$ cat src/rtl/mem_arbiter.sv
// Three-way arbiter (fetch, load, store) in front of the byte-serial memory controller.
// Store-first priority with a fetch starvation guard; flush cancels speculative reads.
module mem_arbiter #(
  parameter int STARVE_LIMIT = 8
) (
  input  logic        clk,
  input  logic        rst,
  input  logic        rdy,
  input  logic        flush,
  input  logic        if_req,
  input  logic [31:0] if_addr,
  output logic        if_done,
  output logic [31:0] if_data,
  input  logic        ld_req,
  input  logic [31:0] ld_addr,
  input  logic [2:0]  ld_width,
  output logic        ld_done,
  output logic [31:0] ld_data,
  input  logic        st_req,
  input  logic [31:0] st_addr,
  input  logic [2:0]  st_width,
  input  logic [31:0] st_data,
  output logic        st_done,
  output logic        mc_enable,
  output logic        mc_write,
  output logic [2:0]  mc_width,
  output logic [31:0] mc_addr,
  output logic [31:0] mc_wdata,
  input  logic [31:0] mc_rdata,
  input  logic        mc_ok
);

  localparam int CW = $clog2(STARVE_LIMIT + 1);

  typedef enum logic [1:0] {IDLE, BUSY, TURN} state_t;
  typedef enum logic [1:0] {OWN_IF, OWN_LD, OWN_ST} owner_t;

  state_t          state_reg;
  owner_t          owner_reg;
  logic [CW-1:0]   starve_cnt_reg;

  logic force_if, grant_if, grant_ld, grant_st;

  function automatic logic [31:0] mask_bytes(input logic [31:0] d, input logic [2:0] w);
    case (w)
      3'd1:    return {24'h0, d[7:0]};
      3'd2:    return {16'h0, d[15:0]};
      default: return d;
    endcase
  endfunction

  // Flush blocks both reads in IDLE, but a pending store is still granted.
  always_comb begin
    force_if = (starve_cnt_reg == CW'(STARVE_LIMIT)) && if_req && !flush;
    grant_if = 1'b0;
    grant_ld = 1'b0;
    grant_st = 1'b0;
    if (force_if)             grant_if = 1'b1;
    else if (st_req)          grant_st = 1'b1;
    else if (!flush && ld_req) grant_ld = 1'b1;
    else if (!flush && if_req) grant_if = 1'b1;
  end

  always_ff @(posedge clk) begin
    if (rst) begin
      state_reg      <= IDLE;
      owner_reg      <= OWN_IF;
      starve_cnt_reg <= '0;
      if_done        <= 1'b0;
      ld_done        <= 1'b0;
      st_done        <= 1'b0;
      if_data        <= 32'h0;
      ld_data        <= 32'h0;
      mc_enable      <= 1'b0;
      mc_write       <= 1'b0;
      mc_width       <= 3'd0;
      mc_addr        <= 32'h0;
      mc_wdata       <= 32'h0;
    end else if (rdy) begin
      if_done <= 1'b0;
      ld_done <= 1'b0;
      st_done <= 1'b0;
      if (!if_req) starve_cnt_reg <= '0;

      case (state_reg)
        IDLE: begin
          if (grant_if) begin
            owner_reg <= OWN_IF;
            mc_addr   <= if_addr;
            mc_width  <= 3'd4;
            mc_write  <= 1'b0;
            mc_wdata  <= 32'h0;
          end else if (grant_ld) begin
            owner_reg <= OWN_LD;
            mc_addr   <= ld_addr;
            mc_width  <= ld_width;
            mc_write  <= 1'b0;
            mc_wdata  <= 32'h0;
          end else if (grant_st) begin
            owner_reg <= OWN_ST;
            mc_addr   <= st_addr;
            mc_width  <= st_width;
            mc_write  <= 1'b1;
            mc_wdata  <= st_data;
          end
          if (grant_if || grant_ld || grant_st) begin
            mc_enable <= 1'b1;
            state_reg <= BUSY;
          end
          if (grant_if)
            starve_cnt_reg <= '0;
          else if ((grant_ld || grant_st) && if_req && starve_cnt_reg != CW'(STARVE_LIMIT))
            starve_cnt_reg <= starve_cnt_reg + CW'(1);
        end

        BUSY: begin
          // A flushed read is abandoned even if the controller answers this same cycle.
          if (flush && owner_reg != OWN_ST) begin
            mc_enable <= 1'b0;
            state_reg <= TURN;
          end else if (mc_ok) begin
            case (owner_reg)
              OWN_IF: begin
                if_done <= 1'b1;
                if_data <= mc_rdata;
              end
              OWN_LD: begin
                ld_done <= 1'b1;
                ld_data <= mask_bytes(mc_rdata, mc_width);
              end
              default: st_done <= 1'b1;
            endcase
            mc_enable <= 1'b0;
            state_reg <= TURN;
          end
        end

        default: state_reg <= IDLE;
      endcase
    end
  end

endmodule

$ cat config.mk
export PLATFORM = sky130hd
export DESIGN_NAME = mem_arbiter
export DESIGN_NICKNAME = d
export VERILOG_FILES = /design/src/rtl/mem_arbiter.sv
export SDC_FILE = /design/constraint.sdc
export NUM_CORES = 1
export LEC_CHECK = 0
export ABC_AREA = 1
export CORE_MARGIN = 2
export CORE_UTILIZATION = 37
export DETAILED_ROUTE_END_ITERATION = 7
export GPL_ROUTABILITY_DRIVEN = 0
export PLACE_DENSITY = 0.89
export SKIP_LAST_GASP = 1
export SYNTH_ARGS = -nofsm -noshare
export SYNTH_HDL_FRONTEND = slang
export SYNTH_SLANG_ARGS = --single-unit
export TNS_END_PERCENT = 100
$ cat constraint.sdc
create_clock -name clk -period 1.5 [get_ports clk]
set_input_delay 0.225 -clock clk [delete_from_list [all_inputs] [get_ports clk]]
set_output_delay 0.225 -clock clk [all_outputs]
set_load 0.02 [all_outputs]
==> flow_summary.json, run 1 <==
{
  "status": "finished with violations",
  "violations": "setup timing",
  "synthAdderAreaFrac": 0.00402,
  "worst_slack_ns": -0.249,
  "final_util": 0.673,
  "num_vias": 7599,
  "tritoncts": "done",
  "synth_top_family_by_area": "simple AND/OR/NAND/NOR gates",
  "setup_viol": 75,
  "rsz0062_at_grt": "true",
  "root_buffer": "clkbuf_16",
  "synthXorXnorAreaFrac": 0.00282,
  "cp-start-kind": "register",
  "drc_errors": 0,
  "dpl.hpwl_um": 16500,
  "p_leak_nw": 4.93,
  "synth_compound_area_frac": 0.144,
  "cp_slowest_stage_delay_ns": 0.32,
  "cts_buffers": 17,
  "tightest_slew_ns": 0.471,
  "cpMostUsedCell": "nand2_4",
  "grt_max_degree": 83,
  "synth.avg_cell_area_um2": 7.04,
  "netlist_area_mm2": 0.00622,
  "grt_usage": 0.262,
  "wl_per_cell_um": 17.0,
  "first_global_vias": 7160,
  "path_class": "register to register",
  "fin_crit_sh": 1.17,
  "synth-seq-cells": 143,
  "clock_skew_ns": 0.00951,
  "cp_cell_sequence": "inv_2, ha_4, nand2_4, nor2_4, nand2_4, nand2_4, nand3_4, nand2_4, buf_12, buf_12, clkbuf_16, nor2_2, nor2_1",
  "h-tree-depth": 4,
  "antenna_found_initial": 0,
  "yosysUniqueCellTypes": 29,
  "drive_above_1_share": 0.169,
  "coreArea_mm2": 0.0165,
  "rrSetupSlack_ns": -0.25,
  "fmax_mhz": 572,
  "peakVddDrop_v": 0.000768,
  "die_w_um": 134,
  "area_growth_pct": 78.7,
  "dieArea_mm2": 0.0179,
  "fp.dieH_um": 134,
  "postRouteAntennaNets": 0,
  "clk-insertion-delay-late_ns": 0.42,
  "cp.arrival_ns": 2.10,
  "hp-class": "primary input to register",
  "drv_slew": 0,
  "drtPass1Iterations": 6,
  "drt-initial-drc-count": 511,
  "whs_ns": 0.340,
  "overflow": 0,
  "required_ns": 1.85,
  "final.min_clock_period_ns": 1.75,
  "grt_pass1_wl_um": 36800,
  "hold_buffers": 0,
  "initial_utilization": 0.377,
  "clk_pin_slew_ns": 0.06,
  "final_nets": 1399,
  "cts_buffer_depth": 2,
  "yosys.area_share.simple": 0.317,
  "synthMuxAreaShare": 0,
  "synth-seq-area-share": 0.460,
  "io_pins": 310,
  "clkSinkCount": 143,
  "endpoint_kind": "register",
  "crit_slowest_cell": "dfxtp_2",
  "syn_inst": 884,
  "drt_wl_total_um": 24700,
  "routed_via_density": 5.22,
  "slew_headroom": 0.686,
  "cellPowerDensity_mw_per_mm2": 965,
  "crit_fanout": 5,
  "port_buffers": 309,
  "diodes": 0,
  "final_hold_viol_count": 0,
  "synth_nets": 1060,
  "synth_warnings": 0,
  "maxCapViolCount": 0,
  "rows": 47
}
-- cell usage in the layout (no fill, tap or decap), drive strengths merged --
cell	netlist	layout
buf	30	70
dlygate4sd2	0	135
nand3	53	53
a21oi	88	88
o211ai	2	2
clkinv	1	5
o21ai	80	80
nor3	1	1
a31oi	3	3
inv	32	36
xnor2	2	2
or2	1	1
nor2	147	147
clkdlybuf4s50	0	171
ha	2	2
nand2	233	233
clkinvlp	0	2
dlymetal6s2s	0	1
nand3b	1	1
clkbuf	32	24
bufinv	0	3
dfxtp	143	143
nand4	33	33
-- area by class of cell --
class	count	area, um2
Timing Repair Buffer	382	3920
Clock buffer	19	443
Sequential cell	143	2870
Fill cell	1252	5410
Multi-Input combinational cell	646	3300
Tap cell	220	275
Clock inverter	13	178
Inverter	33	138
-- what timing repair did --
action | 4_1_cts | 5_1_grt
pin swaps | 7 | 39
cloned | 6 | 4
buffers inserted | 6 | 3
resized for setup | 175 | 116
setup endpoints to repair | 221 | 140
-- power by group --
| group | internal [W] | switching [W] | total [W] |
|---|---|---|---|
| sequential | 0.00395 | 0.0000944 | 0.00405 |
| combinational | 0.00109 | 0.00113 | 0.00222 |
| clock | 0.00270 | 0.00177 | 0.00447 |
-- worst max-delay path: cells and delay by family (launching register included) --
kind | cells | cell delay (ns)
and+or+nand+nor | 8 | 0.73
buffers and inverters | 4 | 0.47
DFF | 1 | 0.32
adders and majority gates | 1 | 0.15
-- metal layers --
layer  GRT usage  up-vias  share of wire
met5           0        -              0
met4       0.119        0          0.035
met3      0.0795       62          0.099
met2       0.450      421           0.50
met1       0.299     3529           0.37
li1            -     3587              -
-- cell families (layout without fill, tap and decap cells) --
group / after synthesis / in the layout
buf+inv: 95 / 447
flops: 143 / 143
compound gates: 173 / 173
fa+ha+maj: 2 / 2
simple gates: 469 / 469
xor+xnor: 2 / 2
-- worst paths after layout --
check	startpoint	end	depth (start not counted)
worst max-delay path	starve_cnt_reg[0]	mc_addr[23]	13
worst min-delay path	rst	ld_data[21]	3
worst max register to register	starve_cnt_reg[0]	mc_addr[23]	13
worst min register to register	mc_addr[11]	mc_addr[11]	2
-- through the flow --
| stage | instance area (um2) | TNS (ns) | std cells | setup WS [ns] | power (W) |
|---|---|---|---|---|---|
| detailed placement | 9840 | -58.26 | 1405 | -0.515 | 0.00607 |
| finish | 11100 | -13.41 | 1456 | -0.249 | 0.0107 |
| global placement | 9840 | -52.62 | 1405 | -0.432 | 0.00603 |
| global route | 11100 | -18.34 | 1456 | -0.339 | 0.0111 |
| CTS | 10600 | -10.78 | 1449 | -0.208 | 0.0106 |
| floorplan | 6270 | -4.62 | 884 | -0.0827 | 0.00500 |
-- cell usage after synthesis, drive strengths merged --
cell type | number | share of area
o21ai | 80 | 0.066
nand3 | 53 | 0.044
a21oi | 88 | 0.072
xnor2 | 2 | 0.0028
or2 | 1 | 0.0010
nand3b | 1 | 0.0012
nor3 | 1 | 0.00080
clkinv | 1 | 0.00080
dfxtp | 143 | 0.46
inv | 32 | 0.020
ha | 2 | 0.0040
a31oi | 3 | 0.0030
clkbuf | 32 | 0.019
nand2 | 233 | 0.14
buf | 30 | 0.033
o211ai | 2 | 0.0024
nand4 | 33 | 0.033
nor2 | 147 | 0.092
Power figures use the tool's default switching activity.
==> run 2: changes to the inputs <==
--- a/config.mk
+++ b/config.mk
@@ -8,6 +8,7 @@
 export ABC_AREA = 1
 export CORE_MARGIN = 2
 export CORE_UTILIZATION = 37
+export CTS_CLUSTER_DIAMETER = 50
 export DETAILED_ROUTE_END_ITERATION = 7
 export GPL_ROUTABILITY_DRIVEN = 0
 export PLACE_DENSITY = 0.89
==> results of run 2 <==
The final DEF is identical to that of run 1; final timing and power are the same.
==> run 3: changes to the inputs <==
--- a/config.mk
+++ b/config.mk
@@ -6,9 +6,10 @@
 export NUM_CORES = 1
 export LEC_CHECK = 0
 export ABC_AREA = 1
-export CORE_MARGIN = 2
+export CORE_MARGIN = 3
 export CORE_UTILIZATION = 37
 export CTS_CLUSTER_DIAMETER = 50
+export CTS_CLUSTER_SIZE = 40
 export DETAILED_ROUTE_END_ITERATION = 7
 export GPL_ROUTABILITY_DRIVEN = 0
 export PLACE_DENSITY = 0.89
==> run 3 against run 2 <==
The run still ends with setup timing left. Die area grew 3.0%. Setup slack got worse by 0.027 ns. Total power fell by 0.60%. Sequential power about the same. Maximum frequency shrank 1.5%. Count of clock-buffer cells in the layout decreased by 1. Cell count down 0.89%. Register-to-register slack lost 0.03 ns.
==> flow_summary.json, run 3 (synthesis results as in run 1) <==
{
  "status": "finished with violations",
  "violations": "setup timing",
  "clkSinkCount": 143,
  "hold_buffers": 0,
  "grt_pass1_wl_um": 36400,
  "rsz0062_at_grt": "true",
  "multiInputGateArea_mm2": 0.00304,
  "final.min_clock_period_ns": 1.78,
  "fmax_mhz": 563,
  "endpoint_kind": "register",
  "path_class": "register to register",
  "required_ns": 1.85,
  "tightest_slew_ns": 0.403,
  "p_int_w": 0.00768,
  "drtPass1Iterations": 5,
  "cellPowerDensity_mw_per_mm2": 994,
  "first_global_vias": 7019,
  "fin_crit_sh": 1.18,
  "die_w_um": 136,
  "whs_path_depth": 3,
  "drive_above_1_share": 0.122,
  "grt_usage": 0.251,
  "drt-initial-drc-count": 366,
  "postRouteAntennaNets": 0,
  "power_switching_w": 0.00299,
  "cts_buffer_depth": 2,
  "hp-class": "primary input to register",
  "peakVddDrop_v": 0.000826,
  "grt_max_degree": 66,
  "cts_buffers": 17,
  "tns_ns": -14.15,
  "root_buffer": "clkbuf_16",
  "drc_errors": 0,
  "final_nets": 1390,
  "rrSetupSlack_ns": -0.28,
  "power_frac_comb": 0.197,
  "antenna_found_initial": 0,
  "p_leak_nw": 4.78,
  "min_from": "rst",
  "cp_cell_sequence": "inv_2, ha_4, nand2_4, nor2_4, nand2_4, nand2_4, nand3_4, nand2_4, buf_12, buf_12, nand2_1, a21oi_2",
  "diodes": 0,
  "wl_per_cell_um": 17.1,
  "layout_common_cells": "nand2_1, clkdlybuf4s50_1, dfxtp_1",
  "ff_latch_area_mm2": 0.00287,
  "power.share.switching": 0.280,
  "hold_end": "ld_data[10]",
  "fill_cells": 1316,
  "seq_power_share": 0.379,
  "r2r_start": "starve_cnt_reg[0]",
  "fp.dieH_um": 136,
  "setup_viol": 73,
  "routed_via_density": 5.16,
  "final_common_cell": "nand2_1",
  "num_vias": 7450,
  "rr_endpoint": "mc_wdata[11]",
  "dpl.hpwl_um": 16500,
  "clk-insertion-delay-late_ns": 0.42,
  "initial_utilization": 0.385,
  "slew_headroom": 0.729,
  "cp_slowest_stage_delay_ns": 0.32,
  "crit_fanout": 19,
  "drv_slew": 0,
  "clkPwrFrac": 0.424,
  "cp-start-kind": "register",
  "ff2ff_path_depth": 12,
  "crit_slowest_cell": "dfxtp_2",
  "h-tree-depth": 4,
  "clock_skew_ns": 0.0111,
  "cpMostUsedCell": "nand2_4",
  "overflow": 0,
  "final_hold_viol_count": 0,
  "coreArea_mm2": 0.0162,
  "area_growth_pct": 72.5,
  "port_buffers": 309,
  "final_util": 0.664,
  "maxCapViolCount": 0,
  "worst_slack_ns": -0.276,
  "rows": 46,
  "tritoncts": "done",
  "cp.arrival_ns": 2.12,
  "dieArea_mm2": 0.0184,
  "drt_wl_total_um": 24700,
  "io_pins": 310,
  "clk_pin_slew_ns": 0.07
}
run 3: worst max path at each step:
stage                                 start           end  slack (ns)
after floorplan           starve_cnt_reg[1]   mc_addr[24]       -0.08
after global placement                flush   mc_addr[15]       -0.45
after detailed placement              flush   mc_addr[12]       -0.52
after CTS                 starve_cnt_reg[0]   mc_addr[16]       -0.22
after global routing      starve_cnt_reg[0]  mc_wdata[11]       -0.35
final                     starve_cnt_reg[0]  mc_wdata[11]       -0.28
run 3: power by group through the flow:
stage / registers, W / clock network (W) / logic (W)
final: 0.00404 / 0.00453 / 0.00210
after global routing: 0.00405 / 0.00476 / 0.00226
after CTS: 0.00403 / 0.00461 / 0.00200
after detailed placement: 0.00412 / 0 / 0.00192
after global placement: 0.00411 / 0 / 0.00190
after floorplan: 0.00429 / 0 / 0.000707
run 3: worst max-delay path: cells and delay by family (launching register included):
family	cells	cell delay [ns]
flip-flops	1	0.32
AND/OR/NAND/NOR	7	0.69
adder cells (fa/ha/maj)	1	0.14
buffers and inverters	3	0.38
AO/OA/AOI/OAI	1	0.16
run 3: timing repair:
item                                    4_1_cts  5_1_grt
gates cloned                                  5        5
pin swaps                                     3        4
endpoints found under the setup margin      242      142
resized for setup                           154       43
setup buffers                                 8        4
run 3: layer usage:
metal  part of all wire  GRT usage  up-vias
met2               0.50      0.440      390
met4              0.028     0.0985        0
met5                  0          0        -
li1                   -          -     3558
met3               0.10     0.0836       56
met1               0.38      0.281     3446
run 3: final cells by class:
type / instances / share of cell area
timing repair buffer: 373 / 0.353
inverter: 33 / 0.0135
clock buffer: 18 / 0.0400
clock inverter: 14 / 0.0183
multi-input combinational: 646 / 0.283
sequential: 143 / 0.267
tap: 216 / 0.0252
run 3: per-stage QoR:
step                hold WS, ns  instance area, um2  instances  worst slack (ns)  power (W)
finish                    0.261               10700       1443            -0.276     0.0107
global route              0.268               10700       1443            -0.349     0.0111
CTS                       0.245               10500       1436            -0.217     0.0106
detailed placement        0.453                9740       1391            -0.523    0.00604
global placement          0.447                9740       1391            -0.447    0.00601
floorplan                 0.386                6270        884           -0.0827    0.00500
